==> config.mk <==
export PLATFORM = sky130hd
export DESIGN_NAME = midi_sysex_query_flat
export DESIGN_NICKNAME = d
export VERILOG_FILES = /design/src/rtl/midi_pkg.sv /design/src/rtl/midi_sysex_query_if.sv /design/src/rtl/midi_byte_seq.sv /design/src/rtl/midi_sysex_query.sv /design/src/flat_wrapper.sv
export SDC_FILE = /design/constraint.sdc
export NUM_CORES = 1
export LEC_CHECK = 0
export CORE_ASPECT_RATIO = 1.75
export CORE_UTILIZATION = 40
export DETAILED_ROUTE_END_ITERATION = 7
export PLACE_DENSITY_LB_ADDON = 0.3
export SLEW_MARGIN = 30
export SYNTH_ARGS = -nofsm -noshare
export SYNTH_HDL_FRONTEND = slang
export SYNTH_SLANG_ARGS = --single-unit
==> constraint.sdc <==
create_clock -name clk -period 3.65 [get_ports clk]
set_clock_uncertainty 0.15 [all_clocks]
set_input_delay 0.73 -clock clk [delete_from_list [all_inputs] [get_ports clk]]
set_output_delay 0.73 -clock clk [all_outputs]
set_load 0.02 [all_outputs]
==> src/rtl/midi_pkg.sv <==
// midi_pkg
//   Shared constants and helpers for the MIDI SysEx config-dump query.
//   Holds the MIDI status constants, the manufacturer/magic IDs, the
//   request command and response code, the parser state encoding, and
//   small byte-classification / ROM helpers.
//   Ports: none (package).
package midi_pkg;

    localparam logic [7:0] SYSEX_START  = 8'hF0;
    localparam logic [7:0] SYSEX_END    = 8'hF7;
    localparam logic [7:0] REALTIME_MIN = 8'hF8;

    localparam logic [7:0] MANUF_ID  = 8'h7D;
    localparam logic [7:0] MAGIC_0   = 8'h2A;
    localparam logic [7:0] MAGIC_1   = 8'h4D;
    localparam logic [7:0] CMD_DUMP  = 8'h00;
    localparam logic [7:0] RESP_DUMP = 8'h40;

    localparam int unsigned REQ_LEN = 6;

    typedef enum logic [2:0] {
        ST_IDLE = 3'd0,
        ST_SEND = 3'd1,
        ST_HUNT = 3'd2,
        ST_HDR  = 3'd3,
        ST_BODY = 3'd4
    } state_e;

    // Real-time messages may be interleaved anywhere in a MIDI stream.
    function automatic logic is_realtime(input logic [7:0] b);
        return b >= REALTIME_MIN;
    endfunction

    // Any non-real-time status byte (80..F7).
    function automatic logic is_status(input logic [7:0] b);
        return b[7] && (b < REALTIME_MIN);
    endfunction

    // Request ROM: F0 7D 2A 4D 00 F7.
    function automatic logic [7:0] req_byte(input logic [2:0] idx);
        case (idx)
            3'd0:    return SYSEX_START;
            3'd1:    return MANUF_ID;
            3'd2:    return MAGIC_0;
            3'd3:    return MAGIC_1;
            3'd4:    return CMD_DUMP;
            default: return SYSEX_END;
        endcase
    endfunction

    // Expected response header following F0: 7D 2A 4D 40.
    function automatic logic [7:0] hdr_byte(input logic [1:0] idx);
        case (idx)
            2'd0:    return MANUF_ID;
            2'd1:    return MAGIC_0;
            2'd2:    return MAGIC_1;
            default: return RESP_DUMP;
        endcase
    endfunction

endpackage

==> src/rtl/midi_sysex_query_if.sv <==
// midi_sysex_query_if
//   Bundles the query control, MIDI transmit/receive strobes and the
//   captured configuration fields.
//   Strobe semantics: txdv, rxdv, done and error are single-cycle strobes;
//   the data alongside a strobe is valid only in the cycle it is high, and
//   there is no back-pressure other than tx_busy, which holds off txdv.
//   Modports:
//     master - host side: drives start, tx_busy, rxdv, rxdata
//     slave  - query engine: drives txdv, txdata, busy, done, error, fields
interface midi_sysex_query_if;
    logic        start;
    logic        tx_busy;
    logic        txdv;
    logic [7:0]  txdata;
    logic        rxdv;
    logic [7:0]  rxdata;
    logic        busy;
    logic        done;
    logic        error;
    logic [6:0]  version;
    logic [6:0]  n_in;
    logic [6:0]  n_out;
    logic [13:0] bpm;

    modport master (
        output start, tx_busy, rxdv, rxdata,
        input  txdv, txdata, busy, done, error, version, n_in, n_out, bpm
    );

    modport slave (
        input  start, tx_busy, rxdv, rxdata,
        output txdv, txdata, busy, done, error, version, n_in, n_out, bpm
    );
endinterface

==> src/rtl/midi_byte_seq.sv <==
// midi_byte_seq
//   ROM-indexed sender for the six-byte config-dump request.
//   Ports:
//     clk, rst  - clock, async active-high reset
//     go        - one-cycle pulse, restarts the sequence from byte 0
//     tx_busy   - transmitter busy; no strobe is issued while high
//     txdv      - one-cycle strobe, txdata valid
//     txdata    - request byte (0 when idle)
//     last      - high together with the txdv carrying the final F7
module midi_byte_seq
    import midi_pkg::*;
(
    input  logic       clk,
    input  logic       rst,
    input  logic       go,
    input  logic       tx_busy,
    output logic       txdv,
    output logic [7:0] txdata,
    output logic       last
);

    logic       running;
    logic [2:0] idx;
    logic       txdv_q;

    // Combinational strobe so tx_busy is honoured in the very cycle the
    // byte is presented; txdv_q forces a gap cycle after every strobe.
    assign txdv   = running && !tx_busy && !txdv_q;
    assign txdata = running ? req_byte(idx) : 8'h00;
    assign last   = txdv && (idx == 3'(REQ_LEN - 1));

    always_ff @(posedge clk or posedge rst) begin
        if (rst) begin
            running <= 1'b0;
            idx     <= 3'd0;
            txdv_q  <= 1'b0;
        end else begin
            txdv_q <= txdv;
            if (go) begin
                running <= 1'b1;
                idx     <= 3'd0;
            end else if (txdv) begin
                if (last) begin
                    running <= 1'b0;
                    idx     <= 3'd0;
                end else begin
                    idx <= idx + 3'd1;
                end
            end
        end
    end

endmodule

==> src/rtl/midi_sysex_query.sv <==
// midi_sysex_query
//   Sends a SysEx config-dump request and parses the response
//   F0 7D 2A 4D 40 <ver> <n_in> <n_out> <bpm_msb> <bpm_lsb> F7.
//   Real-time bytes (F8..FF) are skipped everywhere.
//   Ports:
//     clk, rst   - clock, async active-high reset
//     bus        - midi_sysex_query_if.slave (start/tx/rx/status/fields)
//     state_dbg  - current parser state (midi_pkg::state_e encoding)
//   Build option: define MIDI_QUERY_TIMEOUT_EN to abort with error when no
//   complete response arrives within CLOCK/1000*TIMEOUT_MS cycles of
//   entering HUNT; without it the engine waits indefinitely.
module midi_sysex_query
    import midi_pkg::*;
#(
    parameter int unsigned CLOCK      = 12_000_000,
    parameter int unsigned TIMEOUT_MS = 100
) (
    input  logic               clk,
    input  logic               rst,
    midi_sysex_query_if.slave  bus,
    output logic [2:0]         state_dbg
);

    localparam logic [2:0] IDLE = ST_IDLE;
    localparam logic [2:0] SEND = ST_SEND;
    localparam logic [2:0] HUNT = ST_HUNT;
    localparam logic [2:0] HDR  = ST_HDR;
    localparam logic [2:0] BODY = ST_BODY;

    logic [2:0]  state;
    logic [1:0]  hdr_idx;
    logic [2:0]  body_idx;
    logic        busy_q, done_q, error_q;
    logic [6:0]  version_q, n_in_q, n_out_q;
    logic [13:0] bpm_q;
    logic [6:0]  sh_ver, sh_in, sh_out, sh_msb, sh_lsb;

    logic       seq_go, seq_txdv, seq_last;
    logic [7:0] seq_txdata;
    logic       rx_ok;

    assign seq_go = (state == IDLE) && bus.start;
    assign rx_ok  = bus.rxdv && !is_realtime(bus.rxdata);

    midi_byte_seq u_seq (
        .clk     (clk),
        .rst     (rst),
        .go      (seq_go),
        .tx_busy (bus.tx_busy),
        .txdv    (seq_txdv),
        .txdata  (seq_txdata),
        .last    (seq_last)
    );

`ifdef MIDI_QUERY_TIMEOUT_EN
    localparam int unsigned TMO_LIMIT = CLOCK / 1000 * TIMEOUT_MS;
    localparam int unsigned TMO_W     = $clog2(TMO_LIMIT + 1);

    logic [TMO_W-1:0] tmo_cnt;
    logic             hunting;
    logic             tmo_expired;

    assign hunting     = (state == HUNT) || (state == HDR) || (state == BODY);
    // Fires on the edge TMO_LIMIT cycles after HUNT entry.
    assign tmo_expired = hunting && (tmo_cnt == TMO_W'(TMO_LIMIT - 1));

    always_ff @(posedge clk or posedge rst) begin
        if (rst) begin
            tmo_cnt <= '0;
        end else if (hunting) begin
            tmo_cnt <= tmo_cnt + 1'b1;
        end else begin
            tmo_cnt <= '0;
        end
    end
`else
    logic tmo_expired;
    assign tmo_expired = 1'b0;
`endif

    always_ff @(posedge clk or posedge rst) begin
        if (rst) begin
            state     <= IDLE;
            hdr_idx   <= 2'd0;
            body_idx  <= 3'd0;
            busy_q    <= 1'b0;
            done_q    <= 1'b0;
            error_q   <= 1'b0;
            version_q <= 7'd0;
            n_in_q    <= 7'd0;
            n_out_q   <= 7'd0;
            bpm_q     <= 14'd0;
            sh_ver    <= 7'd0;
            sh_in     <= 7'd0;
            sh_out    <= 7'd0;
            sh_msb    <= 7'd0;
            sh_lsb    <= 7'd0;
        end else begin
            done_q  <= 1'b0;
            error_q <= 1'b0;
            if (tmo_expired) begin
                error_q <= 1'b1;
                busy_q  <= 1'b0;
                state   <= IDLE;
            end else begin
                case (state)
                    IDLE: begin
                        if (bus.start) begin
                            busy_q <= 1'b1;
                            state  <= SEND;
                        end
                    end
                    SEND: begin
                        if (seq_last) state <= HUNT;
                    end
                    HUNT: begin
                        if (rx_ok && bus.rxdata == SYSEX_START) begin
                            hdr_idx <= 2'd0;
                            state   <= HDR;
                        end
                    end
                    HDR: begin
                        if (rx_ok) begin
                            if (bus.rxdata == SYSEX_START) begin
                                hdr_idx <= 2'd0;
                            end else if (bus.rxdata == hdr_byte(hdr_idx)) begin
                                if (hdr_idx == 2'd3) begin
                                    body_idx <= 3'd0;
                                    state    <= BODY;
                                end else begin
                                    hdr_idx <= hdr_idx + 2'd1;
                                end
                            end else begin
                                state <= HUNT;
                            end
                        end
                    end
                    BODY: begin
                        if (rx_ok) begin
                            if (body_idx == 3'd5) begin
                                // Published fields change only on a
                                // well-formed terminator.
                                if (bus.rxdata == SYSEX_END) begin
                                    version_q <= sh_ver;
                                    n_in_q    <= sh_in;
                                    n_out_q   <= sh_out;
                                    bpm_q     <= {sh_msb, sh_lsb};
                                    done_q    <= 1'b1;
                                end else begin
                                    error_q <= 1'b1;
                                end
                                busy_q <= 1'b0;
                                state  <= IDLE;
                            end else if (is_status(bus.rxdata)) begin
                                error_q <= 1'b1;
                                busy_q  <= 1'b0;
                                state   <= IDLE;
                            end else begin
                                case (body_idx)
                                    3'd0:    sh_ver <= bus.rxdata[6:0];
                                    3'd1:    sh_in  <= bus.rxdata[6:0];
                                    3'd2:    sh_out <= bus.rxdata[6:0];
                                    3'd3:    sh_msb <= bus.rxdata[6:0];
                                    default: sh_lsb <= bus.rxdata[6:0];
                                endcase
                                body_idx <= body_idx + 3'd1;
                            end
                        end
                    end
                    default: state <= IDLE;
                endcase
            end
        end
    end

    assign bus.txdv    = seq_txdv;
    assign bus.txdata  = seq_txdata;
    assign bus.busy    = busy_q;
    assign bus.done    = done_q;
    assign bus.error   = error_q;
    assign bus.version = version_q;
    assign bus.n_in    = n_in_q;
    assign bus.n_out   = n_out_q;
    assign bus.bpm     = bpm_q;
    assign state_dbg   = state;

endmodule

==> src/flat_wrapper.sv <==
// flat-port wrapper written by rule: the top's interface ports become plain ports
module midi_sysex_query_flat import midi_pkg::*;
#(
    parameter int unsigned CLOCK      = 12_000_000,
    parameter int unsigned TIMEOUT_MS = 100
)
  (clk, rst, state_dbg, bus_start, bus_tx_busy, bus_rxdv, bus_rxdata, bus_txdv, bus_txdata, bus_busy, bus_done, bus_error, bus_version, bus_n_in, bus_n_out, bus_bpm);
  midi_sysex_query_if bus_i ();
  input  logic clk;
  input  logic rst;
  output logic [2:0] state_dbg;
  input wire logic [$bits(bus_i.start)-1:0] bus_start;
  input wire logic [$bits(bus_i.tx_busy)-1:0] bus_tx_busy;
  input wire logic [$bits(bus_i.rxdv)-1:0] bus_rxdv;
  input wire logic [$bits(bus_i.rxdata)-1:0] bus_rxdata;
  output wire logic [$bits(bus_i.txdv)-1:0] bus_txdv;
  output wire logic [$bits(bus_i.txdata)-1:0] bus_txdata;
  output wire logic [$bits(bus_i.busy)-1:0] bus_busy;
  output wire logic [$bits(bus_i.done)-1:0] bus_done;
  output wire logic [$bits(bus_i.error)-1:0] bus_error;
  output wire logic [$bits(bus_i.version)-1:0] bus_version;
  output wire logic [$bits(bus_i.n_in)-1:0] bus_n_in;
  output wire logic [$bits(bus_i.n_out)-1:0] bus_n_out;
  output wire logic [$bits(bus_i.bpm)-1:0] bus_bpm;
  assign bus_i.start = bus_start;
  assign bus_i.tx_busy = bus_tx_busy;
  assign bus_i.rxdv = bus_rxdv;
  assign bus_i.rxdata = bus_rxdata;
  assign bus_txdv = bus_i.txdv;
  assign bus_txdata = bus_i.txdata;
  assign bus_busy = bus_i.busy;
  assign bus_done = bus_i.done;
  assign bus_error = bus_i.error;
  assign bus_version = bus_i.version;
  assign bus_n_in = bus_i.n_in;
  assign bus_n_out = bus_i.n_out;
  assign bus_bpm = bus_i.bpm;
  midi_sysex_query #(.CLOCK(CLOCK), .TIMEOUT_MS(TIMEOUT_MS)) u_core (.clk(clk), .rst(rst), .bus(bus_i), .state_dbg(state_dbg));
endmodule
# --- Yosys cells after proc, flatten, opt, wreduce, memory -nomap -nowiden ---
# Index checks and enable logic that the tools add are counted.
op_classes:
  add_sub_neg: 3
  reduce_logical: 31
  n_mux: 51
  n_bitwise: 3
  magnitude_cmp: 2
  n_eq_ne: 33
ops:
  columns: ["op", "count"]
  rows:
  - ["two-way mux 3 bit", 20]
  - ["case mux 8 bit (5 select lines)", 1]
  - ["two-way mux 8 bit", 4]
  - ["AND reduction 5 bit", 6]
  - ["case mux 7 bit (3 select lines)", 1]
  - ["equality test 3 x 2 -> 1 bit (second input constant)", 6]
  - ["equality test 8 bit (second input constant)", 2]
  - ["two-way mux 1 bit", 16]
  - ["AND reduction 8 bit", 2]
  - ["case mux 3 bit (5 select lines)", 1]
  - ["equality test 3 bit (second input constant)", 4]
  - ["inequality test 2 x 1 -> 1 bit (second input constant)", 6]
  - ["two-way mux 2 bit", 5]
  - ["nonzero test 2 bit", 5]
  - ["equality test 3 x 1 -> 1 bit (second input constant)", 3]
  - ["logical NOT 3 bit", 3]
  - ["equality test 8 bit", 1]
  - [">= comparator 8 bit (second input constant)", 1]
  - ["less-than comparator 8 bit (second input constant)", 1]
  - ["inequality test 2 bit (second input constant)", 4]
  - ["AND reduction 4 bit", 2]
  - ["logical AND 1 bit", 7]
  - ["adder 3 x 1 -> 3 bit (second input constant)", 2]
  - ["inequality test 3 x 1 -> 1 bit (second input constant)", 2]
  - ["other kinds (13)", 18]
totals:
  output_inout_bits: 50
  regBits: 86
  word_cells: 141

# --- Depth between registers and ports, before layout ---
# Gate-level depths: netlist of the first run.
depth:
  word_depth: 10
  depth_mapped: 8
  mapped_depth_nobuf: 7

# --- By module ---
# From an unflattened synthesis of the first run, not the netlist that was laid out.
unflattened:
  cells_unflattened: 310
  area_unflattened_um2: 4035.1
by_module_without_submodules:
  columns: ["module", "cells_per_inst", "n_inst", "area_per_inst_um2", "seq_area_each_um2"]
  rows:
  - ["midi_sysex_query", 259, 1, 3634.7, 2026.9]
  - ["midi_byte_seq", 51, 1, 400.4, 125.1]

# --- Least setup slack after synthesis of the first run ---
# No wires, ideal clock.
synth_path:
  path_kind: "in2reg"
  startpoint: "in bus_rxdata[2]"
  endpoint: "reg u_core.body_idx[2]"
  path_slack_ns: 0.961
  arrival_time_ns: 2.414
  path_buffers: 1
  required_ns: 3.375
  cell_stages: 6
  cell_sequence: "buf_2 > or4_4 > a2111oi_0 > nand2_1 > a21boi_2 > mux2_2"
synth_via:
  elab_chain_cells: 5
synth_lines:
  columns: ["item", "line_no", "rtl"]
  rows:
  - ["start, declared", "flat_wrapper.sv:15", "input wire logic [$bits(bus_i.rxdata)-1:0] bus_rxdata;"]
  - [">= comparator 8 bit", "midi_pkg.sv:31", "return b >= REALTIME_MIN;"]
  - ["logical NOT 1 bit", "midi_sysex_query.sv:43", "assign rx_ok = bus.rxdv && !is_realtime(bus.rxdata);"]
  - ["logical AND 1 bit", "midi_sysex_query.sv:43", null]
  - ["inequality test 2 x 1 -> 1 bit (no source line)", null, null]
  - ["AND reduction 8 bit (no source line) *", null, null]
  - ["end signal, assigned", "midi_sysex_query.sv:166", "body_idx <= body_idx + 3'd1;"]
  - ["end, declared", "midi_sysex_query.sv:32", "logic [2:0] body_idx;"]
# Every way passes the cells marked *; elsewhere a longest branch is shown, timed or not.
# A chain may end at the register's enable or synchronous reset.

# --- Worst setup path after layout of the first run ---
layout_path:
  startpoint: "reg u_core.u_seq.idx[1]"
  endpoint: "out bus_txdata[2]"
layout_via:
  elab_chain_cells: 3
layout_lines:
  columns: ["item", "line_no", "rtl"]
  rows:
  - ["start, declared", "midi_byte_seq.sv:23", "logic [2:0] idx;"]
  - ["start signal, assigned", "midi_byte_seq.sv:47", "idx <= idx + 3'd1;"]
  - ["equality test 3 bit (tied with other cells)", "midi_pkg.sv:41", "case (idx)"]
  - ["case mux 8 bit (5 select lines) *", "midi_pkg.sv:41", null]
  - ["two-way mux 8 bit *", "midi_byte_seq.sv:29", "assign txdata = running ? req_byte(idx) : 8'h00;"]
  - ["end, declared", "flat_wrapper.sv:17", "output wire logic [$bits(bus_i.txdata)-1:0] bus_txdata;"]
# Marks and branches as above.

==> results of run 1 <==
worst paths after layout:
| kind | to | cells past startpoint | slack, ns |
|---|---|---|---|
| max reg2reg | u_core.body_idx[2] | 7 | 0.81 |
| min in group asynchronous | u_core.bus.n_out[2] | 2 | 0.63 |
| max in group asynchronous | u_core.bus.n_out[5] | 3 | 1.97 |
| min | u_core.sh_lsb[3] | 2 | 0.34 |
| max | bus_txdata[2] | 7 | 0.34 |
| min reg2reg | u_core.sh_lsb[3] | 2 | 0.34 |
cell usage after synthesis (2+ instances only):
master / n / area [um^2]
nand2_1: 20 / 75.07
o21a_1: 2 / 15.01
nand3b_1: 2 / 15.01
inv_1: 15 / 56.30
o211ai_1: 5 / 37.54
mux2_1: 2 / 22.52
dfrtp_1: 86 / 2152
xnor2_1: 3 / 26.28
nor2b_1: 4 / 25.02
nand2b_1: 4 / 25.02
o21ai_0: 11 / 55.05
clkbuf_1: 7 / 26.28
xor2_1: 2 / 17.52
a2111oi_0: 2 / 17.52
nand3_1: 9 / 45.04
nand4_1: 2 / 12.51
mux2_2: 67 / 754.5
nor4_1: 5 / 31.28
buf_6: 4 / 45.04
ha_1: 16 / 200.2
nor2_1: 18 / 67.56
buf_2: 6 / 30.03
a31oi_1: 2 / 12.51
mux2i_1: 2 / 20.02
a21oi_1: 8 / 40.04
o31ai_1: 3 / 22.52
nor3_1: 7 / 35.03
metal layers:
layer / part of all wire [%] / vias to the layer above / global-route usage (%) / wire (um)
met5: 0 / - / 0 / 0
met4: 3.0 / 0 / 7.716 / 253
met3: 3.4 / 16 / 3.243 / 286
met2: 54 / 68 / 32.60 / 4624
met1: 39 / 1376 / 19.80 / 3372
li1: - / 1292 / - / -
registers in the layout, summed over array words and instances, names as in the netlist:
signal and cells:
u_core.body_idx 3, u_core.bus.bpm 14, u_core.bus.busy 1, u_core.bus.done 1, u_core.bus.error 1, u_core.bus.n_in 7
u_core.bus.n_out 7, u_core.bus.version 7, u_core.hdr_idx 2, u_core.sh_in 7, u_core.sh_lsb 7, u_core.sh_msb 7
u_core.sh_out 7, u_core.sh_ver 7, u_core.state_dbg 3, u_core.u_seq.idx 3, u_core.u_seq.running 1, u_core.u_seq.txdv_q 1
cells in the final DEF, fill, tap and decap left out, types with 2 or more instances in the layout:
cell type / count
a2111oi_0: 2
a21oi_1: 8
a31oi_1: 2
buf_4: 7
clkbuf_16: 9
clkbuf_8: 2
clkdlybuf4s50_1: 62
clkinv_2: 2
dfrtp_1: 86
ha_1: 16
inv_1: 14
mux2_1: 2
mux2_2: 67
mux2i_1: 2
nand2_1: 20
nand2b_1: 4
nand3_1: 9
nand3b_1: 2
nand4_1: 2
nor2_1: 18
nor2b_1: 4
nor3_1: 7
nor4_1: 5
o211ai_1: 5
o21a_1: 2
o21ai_0: 11
o31ai_1: 3
xnor2_1: 3
xor2_1: 2
power groups by stage:
stage	registers, mW	logic, mW	clock network, mW
after floorplan	1.03	0.363	0
after global placement	1.05	0.546	0
after detailed placement	1.05	0.556	0
after CTS	1.03	0.559	0.927
after global routing	1.04	0.613	0.959
final	1.03	0.553	0.903
critical path: cells and delay by family, from the launching register on:
family	cells	cell delay, ns
flops	1	0.42
buf+inv	2	0.68
fa+ha+maj	1	0.27
simple gates	3	0.55
compound gates	1	0.17
area by class of cell:
cell class	instances	area, um^2	area share, %
clock inverters	3	43.79	0.8602
flip-flops and latches	86	2152	42.27
inverters	15	57.56	1.130
repair buffers	70	693.2	13.62
clock buffers	12	256.5	5.038
well taps	125	156.4	3.072
multi-input cells	212	1732	34.01
metrics by stage:
stage,hold WS (ns),setup WS (ns),util [%]
finish,0.3351,0.3382,51.69
global route,0.3561,0.1519,51.69
CTS,0.3370,0.3232,51.69
detailed placement,0.3200,0.4786,48.64
global placement,0.3107,0.5213,48.64
floorplan,0.2944,0.5482,-
cell families after synthesis:
family,share of synthesized area (%)
and+or+nand+nor,10.17
DFF,53.15
xor gates and xnor gates,1.082
adders and majority gates,4.944
buffers and inverters,4.079
muxes,19.68
AOI/OAI and AO/OA,6.892
==> impl_results.md, run 1 <==
- Cell Int Power: 1.792 mW
- FF-to-FF Start: u_core.hdr_idx[0]
- Hold Fails Final Rpt: 0
- Clock power share: 36.3%
- Routed WL: 8537 um
- RSZ-0062 raised after global routing: false
- Largest net degree at the start of global routing: 37
- Worst-skew pair later-pin latency: 0.33 ns
- Max Cap Viol: 0
- Post-Syn Nets: 360
- Fillers: 880
- Arrival time worst endpoint: 2.43 ns
- WL/cell: 16.32 um
- Total track usage: 17.80%
- # diodes: 0
- Final setup fails: 0
- Sink Count: 86
- Design area: 0.005091 mm^2
- Critical Path RT: 2.77 ns
- Power density of the placed cells: 489.0 mW/mm^2
- Sequential power share: 41.5%
- Critical path's most frequent cell: nor2_1
- Tcrit/Tclk final: 90.73%
- Register area share after synthesis: 53.15%
- Yosys cell types: 44
- Net Switching: 0.6974 mW
- Ratio of cells with drive above 1 in the final layout: 24.12%
- TritonCTS Buffers: 9
- Htree depth: 3
- DR vias/cell: 5.262
- I/O Buffers: 62
- Worst slew pin tran: 0.9028 ns
- Primary FF master, synth: dfrtp_1
- DR vias: 2752
- Clk buf depth: 2
- Vias in the first global route: 2778
- Slowest stage cell, crit path: clkdlybuf4s50_1
- Switch share: 28.01%
- Final ANT Viol Nets: 0
- Detail Placement HPWL: 6224 um
- Pre-antenna DRT Iters: 4
- Setup crit start: u_core.u_seq.idx[1]
- Post-Syn Area per Cell: 12.23 um^2
- Critical-path cell list: inv_1 > ha_1 > nor3_1 > nor2_1 > nor2_1 > o31a_1 > clkdlybuf4s50_1
- Post-CTS setup buffer count: 0
- First-pass GRT wire length: 14060 um
- Status: complete, no violations
- CTS tree: yes
- Mapped cell area: 0.004049 mm^2
- Max VDD drop: 0.3902 mV
- Tot Pwr: 2.489 mW
- Worst-path clk slew: 0.06 ns
- DRT iter0 DRCs: 148
- Routability congestion estimate: 0.8190
- Core area: 0.009849 mm^2
- Final nets: 423
- Cells after DPL: 508
- Critical Path End Type: output port
- Die extent in y: 135.1 um
- Setup TNS: 0 ns
- CP max FO: 8
- Crit path time final: 3.312 ns
- CP max stage delay: 0.60 ns
- Relative slew margins: 39.55%
- Row Count: 48
- Combinational power share: 22.2%
- Post-route DRC violation count: 0
- Overflow after GRT: 0
- I/O pin count: 63
- Fin. max-slew vios: 0
- Critical Path Source Type: register
- Leak Pwr: 2.364 nW
- Mapped Cells: 331
- Number of synthesized flops with an enable pin: 0
- Initial antenna violation count: 0
- Yosys warning total: 0
- Hold wc startpoint: u_core.sh_lsb[3]
- Non-Filler Instances: 523
- Post-synth ARST share: 100.0%
- Highest achievable clock rate: 0.3020 GHz
- Area after DPL: 0.004791 mm^2
- Layout area overhead: 25.74%
- Hold_buf cts: 0
- Clk root buf: clkbuf_16
- Die area: 0.01054 mm^2
- Synthesized flop and latch total: 86
- CP Class: register to output port
- Die Width: 78.06 um
- Hold Crit Class: register to register
- Initial Util: 41.11%
- PostCTS Resize Cnt: 0
No activity file was read; power rests on OpenSTA's default activity.
==> run 2, diff against run 1 <==
- SLEW_MARGIN: 30 -> 5
==> results of run 2 <==
Final layout, timing and power as in run 1 (identical DEF).
